===== config.mk =====
export PLATFORM = sky130hd
export DESIGN_NAME = div_arbiter
export DESIGN_NICKNAME = d
export VERILOG_FILES = /design/src/rtl/div_arbiter.sv
export SDC_FILE = /design/constraint.sdc
export NUM_CORES = 1
export LEC_CHECK = 0
export ABC_AREA = 1
export CAP_MARGIN = 20
export CORE_MARGIN = 3
export CORE_UTILIZATION = 65
export CTS_BUF_LIST = sky130_fd_sc_hd__clkbuf_8
export DETAILED_ROUTE_END_ITERATION = 12
export DONT_BUFFER_PORTS = 1
export MAX_ROUTING_LAYER = met4
export PLACE_DENSITY = 0.92
export SYNTH_ARGS = -nofsm -noshare
export SYNTH_HDL_FRONTEND = slang
export SYNTH_SLANG_ARGS = --single-unit

===== constraint.sdc =====
create_clock -name clk -period 2.3 [get_ports clk]
set_input_delay 0.345 -clock clk [delete_from_list [all_inputs] [get_ports clk]]
set_output_delay 0.345 -clock clk [all_outputs]
set_load 0.02 [all_outputs]

===== src/rtl/div_arbiter.sv =====
// div_arbiter: round-robin sharing of one 16-bit sequential divider among
// NUM_REQ requesters, with one outstanding request at a time.
//
// Ports:
//   clk, reset        clock, synchronous active-high reset (also resets the divider)
//   req_valid/ready   per-requester request handshake; req_ready is the one-hot
//                     round-robin grant, combinational from req_valid in IDLE
//   req_dividend      packed 16-bit dividends, requester i at [16i+15:16i]
//   req_divisor       packed 16-bit divisors, same packing
//   req_signed        per-requester signed flag (only with DIV_ARB_SIGNED_EN)
//   resp_valid/ready  one-hot response handshake to the granted requester
//   resp_id           index of the requester owning the response
//   resp_quotient     quotient (0xFFFF on divide-by-zero)
//   resp_remainder    remainder (raw dividend on divide-by-zero)
//   resp_div_by_zero  divisor was zero
//   busy              FSM is not in IDLE
//
// Optional feature: define DIV_ARB_SIGNED_EN for signed division support.
// This adds a FIXUP state, so the response appears one cycle later.

// Restoring divider: start loads the operands, 16 iterations follow, and done
// pulses for one cycle 17 cycles after start, with the result held stable.
module sequential_divider (
    input  logic        clk,
    input  logic        reset,
    input  logic        start,
    input  logic [15:0] dividend,
    input  logic [15:0] divisor,
    output logic        done,
    output logic [15:0] quotient,
    output logic [15:0] remainder,
    output logic        div_by_zero
);
    logic [15:0] den;
    logic [4:0]  cnt;
    logic [16:0] shifted;
    logic [16:0] diff;
    logic        ge;
    logic [15:0] step_r;

    // One restoring step: shift in the next dividend bit and trial-subtract.
    always_comb begin
        shifted = {remainder, quotient[15]};
        diff    = shifted - {1'b0, den};
        ge      = (shifted >= {1'b0, den});
        step_r  = ge ? 16'(diff) : 16'(shifted);
    end

    always_ff @(posedge clk) begin
        if (reset) begin
            den         <= '0;
            cnt         <= '0;
            done        <= 1'b0;
            quotient    <= '0;
            remainder   <= '0;
            div_by_zero <= 1'b0;
        end else begin
            done <= 1'b0;
            if (start) begin
                den         <= divisor;
                cnt         <= 5'd16;
                quotient    <= dividend;
                remainder   <= '0;
                div_by_zero <= (divisor == 16'd0);
            end else if (cnt != 5'd0) begin
                remainder <= step_r;
                quotient  <= {quotient[14:0], ge};
                cnt       <= cnt - 5'd1;
                if (cnt == 5'd1) begin
                    done <= 1'b1;
                end
            end
        end
    end
endmodule

module div_arbiter #(
    parameter int unsigned NUM_REQ = 2,
    parameter int unsigned ID_W    = 1
) (
    input  logic                    clk,
    input  logic                    reset,
    input  logic [NUM_REQ-1:0]      req_valid,
    output logic [NUM_REQ-1:0]      req_ready,
    input  logic [16*NUM_REQ-1:0]   req_dividend,
    input  logic [16*NUM_REQ-1:0]   req_divisor,
`ifdef DIV_ARB_SIGNED_EN
    input  logic [NUM_REQ-1:0]      req_signed,
`endif
    output logic [NUM_REQ-1:0]      resp_valid,
    input  logic [NUM_REQ-1:0]      resp_ready,
    output logic [ID_W-1:0]         resp_id,
    output logic [15:0]             resp_quotient,
    output logic [15:0]             resp_remainder,
    output logic                    resp_div_by_zero,
    output logic                    busy
);
    localparam int unsigned IDX_W = (NUM_REQ > 1) ? $clog2(NUM_REQ) : 1;

    typedef enum logic [2:0] {
        S_IDLE,
        S_ISSUE,
        S_WAIT,
        S_FIXUP,
        S_RESP
    } state_t;

    state_t             state;
    logic [IDX_W-1:0]   last_grant;
    logic [IDX_W-1:0]   op_id;
    logic [15:0]        op_dividend;
    logic [15:0]        op_divisor;
`ifdef DIV_ARB_SIGNED_EN
    logic               op_signed;
    logic               sel_signed;
`endif

    logic [NUM_REQ-1:0] grant;
    logic [IDX_W-1:0]   grant_idx;
    logic               grant_any;
    logic [IDX_W-1:0]   idx;
    logic [15:0]        sel_dividend;
    logic [15:0]        sel_divisor;

    logic               div_start;
    logic [15:0]        div_a;
    logic [15:0]        div_b;
    logic               div_done;
    logic [15:0]        div_q;
    logic [15:0]        div_r;
    logic               div_dz;

    // Round-robin search starting just after the last granted requester.
    always_comb begin
        grant     = '0;
        grant_idx = '0;
        grant_any = 1'b0;
        idx       = '0;
        for (int unsigned k = 1; k <= NUM_REQ; k++) begin
            idx = IDX_W'((32'(last_grant) + k) % NUM_REQ);
            if (!grant_any && req_valid[idx]) begin
                grant[idx] = 1'b1;
                grant_idx  = idx;
                grant_any  = 1'b1;
            end
        end
    end

    // Operand mux for the granted requester.
    always_comb begin
        sel_dividend = '0;
        sel_divisor  = '0;
`ifdef DIV_ARB_SIGNED_EN
        sel_signed   = 1'b0;
`endif
        for (int unsigned i = 0; i < NUM_REQ; i++) begin
            if (grant[i]) begin
                sel_dividend = req_dividend[16*i +: 16];
                sel_divisor  = req_divisor[16*i +: 16];
`ifdef DIV_ARB_SIGNED_EN
                sel_signed   = req_signed[i];
`endif
            end
        end
    end

    assign req_ready = (state == S_IDLE && !reset) ? grant : '0;
    assign div_start = (state == S_ISSUE);

    // Signed requests run the divider on magnitudes; signs are restored in FIXUP.
`ifdef DIV_ARB_SIGNED_EN
    assign div_a = (op_signed && op_dividend[15]) ? -op_dividend : op_dividend;
    assign div_b = (op_signed && op_divisor[15])  ? -op_divisor  : op_divisor;
`else
    assign div_a = op_dividend;
    assign div_b = op_divisor;
`endif

    sequential_divider u_div (
        .clk         (clk),
        .reset       (reset),
        .start       (div_start),
        .dividend    (div_a),
        .divisor     (div_b),
        .done        (div_done),
        .quotient    (div_q),
        .remainder   (div_r),
        .div_by_zero (div_dz)
    );

    // Control FSM and registered response outputs.
    always_ff @(posedge clk) begin
        if (reset) begin
            state            <= S_IDLE;
            last_grant       <= IDX_W'(NUM_REQ - 1);
            op_id            <= '0;
            op_dividend      <= '0;
            op_divisor       <= '0;
`ifdef DIV_ARB_SIGNED_EN
            op_signed        <= 1'b0;
`endif
            resp_valid       <= '0;
            resp_id          <= '0;
            resp_quotient    <= '0;
            resp_remainder   <= '0;
            resp_div_by_zero <= 1'b0;
            busy             <= 1'b0;
        end else begin
            case (state)
                S_IDLE: begin
                    if (grant_any) begin
                        op_id       <= grant_idx;
                        op_dividend <= sel_dividend;
                        op_divisor  <= sel_divisor;
`ifdef DIV_ARB_SIGNED_EN
                        op_signed   <= sel_signed;
`endif
                        last_grant  <= grant_idx;
                        busy        <= 1'b1;
                        state       <= S_ISSUE;
                    end
                end
                S_ISSUE: state <= S_WAIT;
                S_WAIT: begin
                    if (div_done) begin
                        resp_quotient    <= div_dz ? 16'hFFFF : div_q;
                        resp_remainder   <= div_dz ? op_dividend : div_r;
                        resp_div_by_zero <= div_dz;
                        resp_id          <= ID_W'(op_id);
`ifdef DIV_ARB_SIGNED_EN
                        state            <= S_FIXUP;
`else
                        resp_valid       <= {{(NUM_REQ-1){1'b0}}, 1'b1} << op_id;
                        state            <= S_RESP;
`endif
                    end
                end
`ifdef DIV_ARB_SIGNED_EN
                S_FIXUP: begin
                    if (op_signed && !resp_div_by_zero) begin
                        if (op_dividend[15] ^ op_divisor[15]) begin
                            resp_quotient <= -resp_quotient;
                        end
                        if (op_dividend[15]) begin
                            resp_remainder <= -resp_remainder;
                        end
                    end
                    resp_valid <= {{(NUM_REQ-1){1'b0}}, 1'b1} << op_id;
                    state      <= S_RESP;
                end
`endif
                S_RESP: begin
                    // Only the owning requester's ready can complete the response.
                    if ((resp_ready & resp_valid) != '0) begin
                        resp_valid <= '0;
                        busy       <= 1'b0;
                        state      <= S_IDLE;
                    end
                end
                default: begin
                    resp_valid <= '0;
                    busy       <= 1'b0;
                    state      <= S_IDLE;
                end
            endcase
        end
    end
endmodule


# After elaboration in Yosys (flattened, before gate mapping)
# Cells that the tools add are included.
# op_classes
order_cmp	5
n_reduce_logical	20
addsub	4
bitwise_logic	5
eq_ne	7
muxes	37
n_shift	1
# ops
operator	n
$mux 16	9
$ge 17x16->1	1
$logic_not 16->1	1
$sub 16x16->16	1
$mux 1	13
$pmux 3 s4	1
$mux 2	5
$mux 5	2
$mux 3	3
$reduce_and 3->1	3
$pmux 2 s3	1
$reduce_or 2->1	3
$eq 5x1->1 const B	1
$reduce_bool 5->1	1
$sub 5x1->5 const B	1
$logic_and 1x1->1	4
$lt 1x2->1 const B	2
$ne 2x2->1 const B	2
$reduce_and 2->1	2
$reduce_bool 2->1	2
$eq 3x1->1 const B	1
$eq 3x2->1 const B	1
$eq 3x3->1 const B	1
$logic_not 3->1	1
other kinds (11)	17
# totals
register_bits	129
inputBits	70
wordCells	97

# Longest topological paths before layout
# Gate-level depths: netlist of the first run.
# depth
ltp_word	10
mapped_depth	16
ltp_nobuf	16

# By module
# From an unflattened synthesis of the first run, not the netlist that was laid out.
# unflattened
cells_unflattened	1026
hier_area_um2	7131.8
# by_module_without_submodules
mod	cells_each	area_per_inst_um2	n_inst	seq_area_each_um2
div_arbiter	513	3664.8	1	1481.4
sequential_divider	513	3467.1	1	1101.1

# Worst setup path before layout of the first run
# No wires, ideal clock.
# synth_timing
path_type	reg2reg
start	register u_div.den[11]
end	register u_div.remainder[1]
path_stages_with_launch	16
setup_ns	0.109
period_less_slack_ns	1.735
t_arrival_ns	1.627
setup_slack_ns	0.565
required_time_ns	2.191
cell_sequence	dfxtp_1 inv_1 ha_1 nand2_2 inv_1 nand2_1 nand2_1 nand2_1 nand2_2 nor2_4 nand2_4 buf_8 nand2_2 nand3_2 nand2_1 inv_1
# synth_via
elab_chain_len	2
# synth_lines
element	line	text
start, declared	34	logic [15:0] den;
start signal, assigned	60	den <= divisor;
$ge 17x16->1	45	ge = (shifted >= {1'b0, den});
$mux 16	46	step_r = ge ? 16'(diff) : 16'(shifted);
end signal, assigned	66	remainder <= step_r;
end, declared	31	output logic [15:0] remainder,
# Every way passes these cells.
# A chain may end at the register's enable or synchronous reset.

# Worst setup path in the final report of the first run
# layout_timing
start	register u_div.den[14]
end	register u_div.remainder[13]
# Same word-level chain as after synthesis.

==> results of run 1 <==
## worst register-to-register path, delay by kind of cell, from the launching register on
| kind | cells | cell delay (ns) |
|---|---|---|
| simple gates | 8 | 1.12 |
| fa+ha+maj | 1 | 0.40 |
| flops | 1 | 0.31 |
| buf+inv | 2 | 0.24 |
## synthesized netlist by cell type, types with 6 or more instances
cell / n
dfxtp_1: 129
nor2_1: 60
nand2_1: 229
a31oi_1: 47
ha_1: 19
inv_2: 6
a21oi_1: 43
nand3_2: 10
clkbuf_1: 25
buf_2: 10
a211oi_1: 8
a22oi_1: 10
xor2_1: 7
nand3_1: 39
o21ai_0: 82
nand2_2: 18
nand4_1: 6
inv_1: 127
nor2_2: 6
nor3_1: 18
## stage by stage
step | cells | instance area (µm²) | setup slack [ns] | power (W)
4_1_cts | 1084 | 7120 | 0.207 | 0.00864
3_3_place_gp | 1050 | 6700 | 0.300 | 0.00660
3_5_place_dp | 1050 | 6700 | 0.234 | 0.00668
6_report | 1084 | 7120 | 0.178 | 0.00871
2_1_floorplan | 951 | 6680 | 0.565 | 0.00600
5_1_grt | 1084 | 7120 | 0.0330 | 0.00932
## cells in the final DEF (no fill, tap or decap), drive strengths merged, types with 3 or more instances in the layout
cell type / instances
and2: 4
or2: 5
nand4: 6
bufinv: 3
nand3: 49
a21oi: 44
a31oi: 48
ha: 19
clkinv: 9
clkbuf: 17
nor2: 70
inv: 136
buf: 13
nor3: 20
a22oi: 10
a211oi: 11
dfxtp: 129
nand2: 249
o22ai: 3
o21ai: 88
xor2: 7
## metal layers
metal / track usage (%) / up-vias / routed length, µm
li1: - / 3071 / -
met1: 41.1 / 2921 / 7290
met2: 50.2 / 360 / 8040
met3: 8.76 / 51 / 1920
met4: 12.1 / 0 / 482
met5: - / - / 0
## kinds of logic (layout without fill, tap and decap cells)
logic type / after synthesis / in the layout
xor+xnor: 9 / 9
flops: 129 / 129
buf+inv: 180 / 180
fa+ha+maj: 20 / 20
compound gates: 206 / 206
simple gates: 407 / 407
## area by class of cell
cell class	count	share of cell area [%]
Sequential cell	129	36.3
Clock buffer	17	3.29
Inverter	134	7.07
Timing Repair Buffer	14	1.69
Multi-Input combinational cell	642	47.2
Tap cell	133	2.34
Clock inverter	15	2.14
## power groups by stage
stage	Combinational, W	Sequential, W	Clock, W
2_1_floorplan	0.00322	0.00278	0
3_3_place_gp	0.00373	0.00287	0
3_5_place_dp	0.00381	0.00287	0
4_1_cts	0.00389	0.00283	0.00192
5_1_grt	0.00444	0.00287	0.00201
6_report	0.00395	0.00284	0.00192
## worst max-delay path by stage
stage,depth (start not counted),to,start,slack [ns]
after floorplan,15,u_div.remainder[1],u_div.den[11],0.56
after global placement,11,u_div.remainder[15],u_div.remainder[7],0.30
after detailed placement,11,u_div.remainder[13],u_div.den[14],0.23
after CTS,11,u_div.remainder[13],u_div.den[14],0.21
after global routing,11,u_div.remainder[14],u_div.remainder[7],0.03
final,11,u_div.remainder[13],u_div.den[14],0.18
## registers in the layout, indices dropped and copies added (netlist names)
signal and cells:
div_a 16, op_id 1, resp_valid 2, state 3, u_div.quotient 16, u_div.remainder 16, resp_id 1, u_div.den 16
u_div.cnt 5, resp_div_by_zero 1, resp_quotient 16, resp_remainder 16, last_grant 1, busy 1, u_div.done 1, div_b 16
u_div.div_by_zero 1
## timing repair
item	in CTS	in global routing
gates resized for setup	0	0
hold endpoints to repair	49	0
hold buffers	2	0
==> flow_metrics.tcl, run 1 <==
set metrics [dict create \
    synthSimpleGateAreaFrac_pct 27.5 \
    h-tree-depth 4 \
    die_w_um 107 \
    cap_viol_max_count 0 \
    root_buffer "clkbuf_8" \
    min_path_cells 1 \
    p_leak_nw 3.26 \
    final_nets 1028 \
    final.setup_skew_ns 0.00986 \
    worstHoldStart "reset" \
    worst_pin_slew_ns 0.787 \
    synth_area_leaders "dfxtp_1 (39%), nand2_1 (13%), inv_1 (7.1%)" \
    crit_chain "inv_1 > ha_1 > nand2_1 > nor3_1 > and2_1 > nand2_2 > nand2_4 > inv_1 > nor2_1 > nor2_1 > nor2_1" \
    pwr-share-comb_pct 45.3 \
    crit_family "simple AND/OR/NAND/NOR gates" \
    seqCellArea_mm2 0.00258 \
    first_global_vias 6031 \
    power_density_mw_per_mm2 1220 \
    hold_viol_final 0 \
    slowest_stage "ha_1" \
    synth_top_family_by_area "simple AND/OR/NAND/NOR gates" \
    power_switching_share_pct 43.5 \
    multi_input_comb_area_mm2 0.00336 \
    route.detailed.drc 0 \
    synth-edff-count 0 \
    synth_top_area_share_pct 38.6 \
    portBuffers 0 \
    cp-start-kind "flop" \
    track_usage_pct 32.5 \
    grt_max_degree 50 \
    tns_ns 0 \
    p_int_w 0.00493 \
    holdCritPathClass "input port to flop" \
    synth_compound_area_share_pct 17.7 \
    synth.mux.area_fraction_pct 0 \
    holdWs_ns 0.0182 \
    synth_xor_area_share_pct 1.18 \
    grt_overflow_total 0 \
    drt-pass1-iter-count 5 \
    synth-adder-area-share_pct 3.86 \
    ant_nets 0 \
    setup_viol 0 \
    routed_via_density 5.91 \
    max_freq_mhz 471 \
    num_vias 6403 \
    synth_seq_cells 129 \
    area_growth_pct 6.50 \
    critPathCaptureType "flop" \
    syn_area_per_cell_um2 7.03 \
    finalMaxSlewViolations 0 \
    p_switching_w 0.00379 \
    initial_utilization_pct 67.7 \
    cts_sinks 129 \
    finalCritPeriodShare_pct 92.3 \
    core_mm2 0.00986 \
    worstPathMaxFanout 15 \
    clockBufferDepth 2 \
    dieArea_mm2 0.0115 \
    hold_path_end "u_div.quotient[13]" \
    ys.flop_type "dfxtp_1" \
    cts_tree "done" \
    async_flop_share_pct 0 \
    max-slew-margin-rel_pct 47.4 \
    cp_common_cell "nor2_1" \
    antenna_found_initial 0 \
    synth_area_mm2 0.00668 \
    wire_per_inst_um 16.4 \
    finalWirelength_um 17700 \
    synth_nets 1041 \
    arrival_ns 2.50 \
    drt_iter0_drc 632 \
    ir_drop_uv 672 \
    r2r_setup_slack_ns 0.18 \
    r2r_start "u_div.den[14]" \
    die_y_um 107 \
    placementRows 36 \
    place_congestion 0.998 \
    syn_inst 951 \
    post_cts_buffers 0 \
    path_buf_inv 2 \
    clkPwrFrac_pct 22.1 \
    worstRegToRegCells 11 \
    ios 109 \
    synth_top_area_cell "dfxtp_1" \
    critPathMaxStageDelay_ns 0.40 \
    final.fill_count 731 \
    cts_buffers 17 \
    critPathRequiredTime_ns 2.68 \
    synth.distinct_cells 46 \
    drive_gt1_share_pct 10.5 \
    grt_pass1_wl_um 29200 \
    dpl.hpwl_um 12300 \
    outcome "finished, final reports clean" \
    ys_seq_area_share_pct 38.6 \
    crit_type "flop to flop" \
    yosysWarnings 0 \
    clkTransAtPathRegs_ns 0.07 \
    pwr-share-seq_pct 32.6 \
    rsz0062_at_grt "false" \
    num_antenna_cells 0 \
    post-route-util_pct 72.1 \
    post-route-min-period_ns 2.12 \
    r2r_end "u_div.remainder[13]" \
    clock_latency_ns 0.44 \
]
Note: power is estimated with default switching activity, not from simulation.
==> run 2: changes to the inputs <==
- CORE_MARGIN: 3 -> not set
- CORE_UTILIZATION: 65 -> 34
- PLACE_DENSITY: 0.92 -> 0.59
==> run 2 against run 1 <==
  * Sequential power is essentially flat
  * Global-route usage down 13 points
  * Critical path depth shrank 6
  * Core utilization fell by 34 points
  * Critical endpoint is now req_ready[0]
==> flow_metrics.tcl, run 2 (synthesis results as in run 1) <==
set metrics [dict create \
    max-slew-margin-rel_pct 49.6 \
    first_global_vias 5646 \
    hold_viol_final 0 \
    clock_latency_ns 0.44 \
    clkTransAtPathRegs_ns 0.08 \
    multi_input_comb_area_mm2 0.00336 \
    die_w_um 142 \
    grt_max_degree 52 \
    ir_drop_uv 444 \
    placementRows 50 \
    antenna_found_initial 0 \
    cts_sinks 129 \
    critPathCaptureType "output port" \
    ios 109 \
    hold_path_end "div_a[3]" \
    finalCritPeriodShare_pct 88.7 \
    rsz0062_at_grt "false" \
    final.fill_count 2020 \
    tns_ns 0 \
    wire_per_inst_um 14.9 \
    holdBufCountCts 1 \
    num_antenna_cells 0 \
    area_growth_pct 9.59 \
    post_cts_buffers 0 \
    final.setup_skew_ns 0.00857 \
    clockBufferDepth 2 \
    place_area_mm2 0.00692 \
    r2r_start "u_div.remainder[7]" \
    worstRegToRegCells 11 \
    outcome "finished, final reports clean" \
    r2r_end "u_div.remainder[1]" \
    layout_common_cells "nand2_1 (229), dfxtp_1 (129), inv_1 (128)" \
    critPathRequiredTime_ns 1.96 \
    holdCritPathClass "input port to flop" \
    dieArea_mm2 0.0202 \
    post-route-util_pct 38.6 \
    core_mm2 0.0190 \
    cp-start-kind "flop" \
    cap_viol_max_count 0 \
    final_nets 1034 \
    portBuffers 0 \
    cts-resized-gates 0 \
    finalMaxSlewViolations 0 \
    arrival_ns 1.70 \
    route.detailed.drc 0 \
    ant_nets 0 \
    final_common_cell "nand2_1" \
    cts_buffers 17 \
    min_path_cells 2 \
    track_usage_pct 19.0 \
    power.total_w 0.00873 \
    finalWirelength_um 18100 \
    p_leak_nw 3.26 \
    worst_pin_slew_ns 0.755 \
    dpl.hpwl_um 13500 \
    drt_iter0_drc 389 \
    post-route-min-period_ns 2.04 \
    drive_gt1_share_pct 11.4 \
    die_y_um 142 \
    grt_overflow_total 0 \
    power_density_mw_per_mm2 1190 \
    worstPathMaxFanout 5 \
    place_congestion 0.903 \
    grt_pass1_wl_um 29100 \
    max_freq_mhz 490 \
    cts_tree "done" \
    initial_utilization_pct 35.3 \
    drt-pass1-iter-count 5 \
    worstHoldStart "req_dividend[19]" \
    seqCellArea_mm2 0.00258 \
    setup_viol 0 \
    fin_area_mm2 0.00732 \
    routed_via_density 5.02 \
    root_buffer "clkbuf_8" \
    h-tree-depth 4 \
    crit_type "flop to output port" \
    r2r_setup_slack_ns 0.27 \
    num_vias 6107 \
]
[run 2: final cells by class]
class / count / area share [%]
multi-input combinational: 642 / 45.9
sequential: 129 / 35.3
inverter: 134 / 6.87
tap: 260 / 4.44
clock buffer: 18 / 3.38
timing repair buffer: 20 / 2.39
clock inverter: 14 / 1.79
[run 2: how the worst max path moves through the flow]
stage / start / to / slack [ns] / depth (start not counted)
finish: state[2] / req_ready[0] / 0.26 / 5
global route: u_div.den[8] / u_div.remainder[14] / 0.07 / 12
CTS: state[2] / req_ready[0] / 0.22 / 5
detailed placement: u_div.remainder[7] / u_div.remainder[13] / 0.29 / 11
global placement: u_div.remainder[7] / u_div.remainder[14] / 0.31 / 11
floorplan: u_div.den[11] / u_div.remainder[1] / 0.56 / 15
[run 2: through the flow]
step | hold WS, ns | worst slack (ns) | instances
after floorplan | 0.433 | 0.565 | 951
after global placement | 0.421 | 0.308 | 1184
after detailed placement | 0.420 | 0.293 | 1184
after CTS | 0.0298 | 0.222 | 1217
after global routing | 0.0332 | 0.0703 | 1217
final | 0.0541 | 0.259 | 1217
[run 2: critical path, stage by stage, from the launching register on]
cell and delay, ns:
dfxtp_1 0.34, nor2_1 0.13, inv_2 0.08, nor2_4 0.13, inv_2 0.09, nor3_1 0.48
[run 2: routing by layer]
metal	GRT usage [%]	vias up	routed length, µm
met1	25.2	2805	8600
met4	6.79	0	452
li1	-	3079	-
met5	-	-	0
met3	5.22	35	1300
met2	27.6	188	7730
[run 2: power by group]
part	total, W	switching [W]	internal, W	leakage (nW)
Combinational	0.00403	0.00260	0.00143	2.02
Clock	0.00186	0.000962	0.000895	0.181
Sequential	0.00284	0.000298	0.00254	1.05
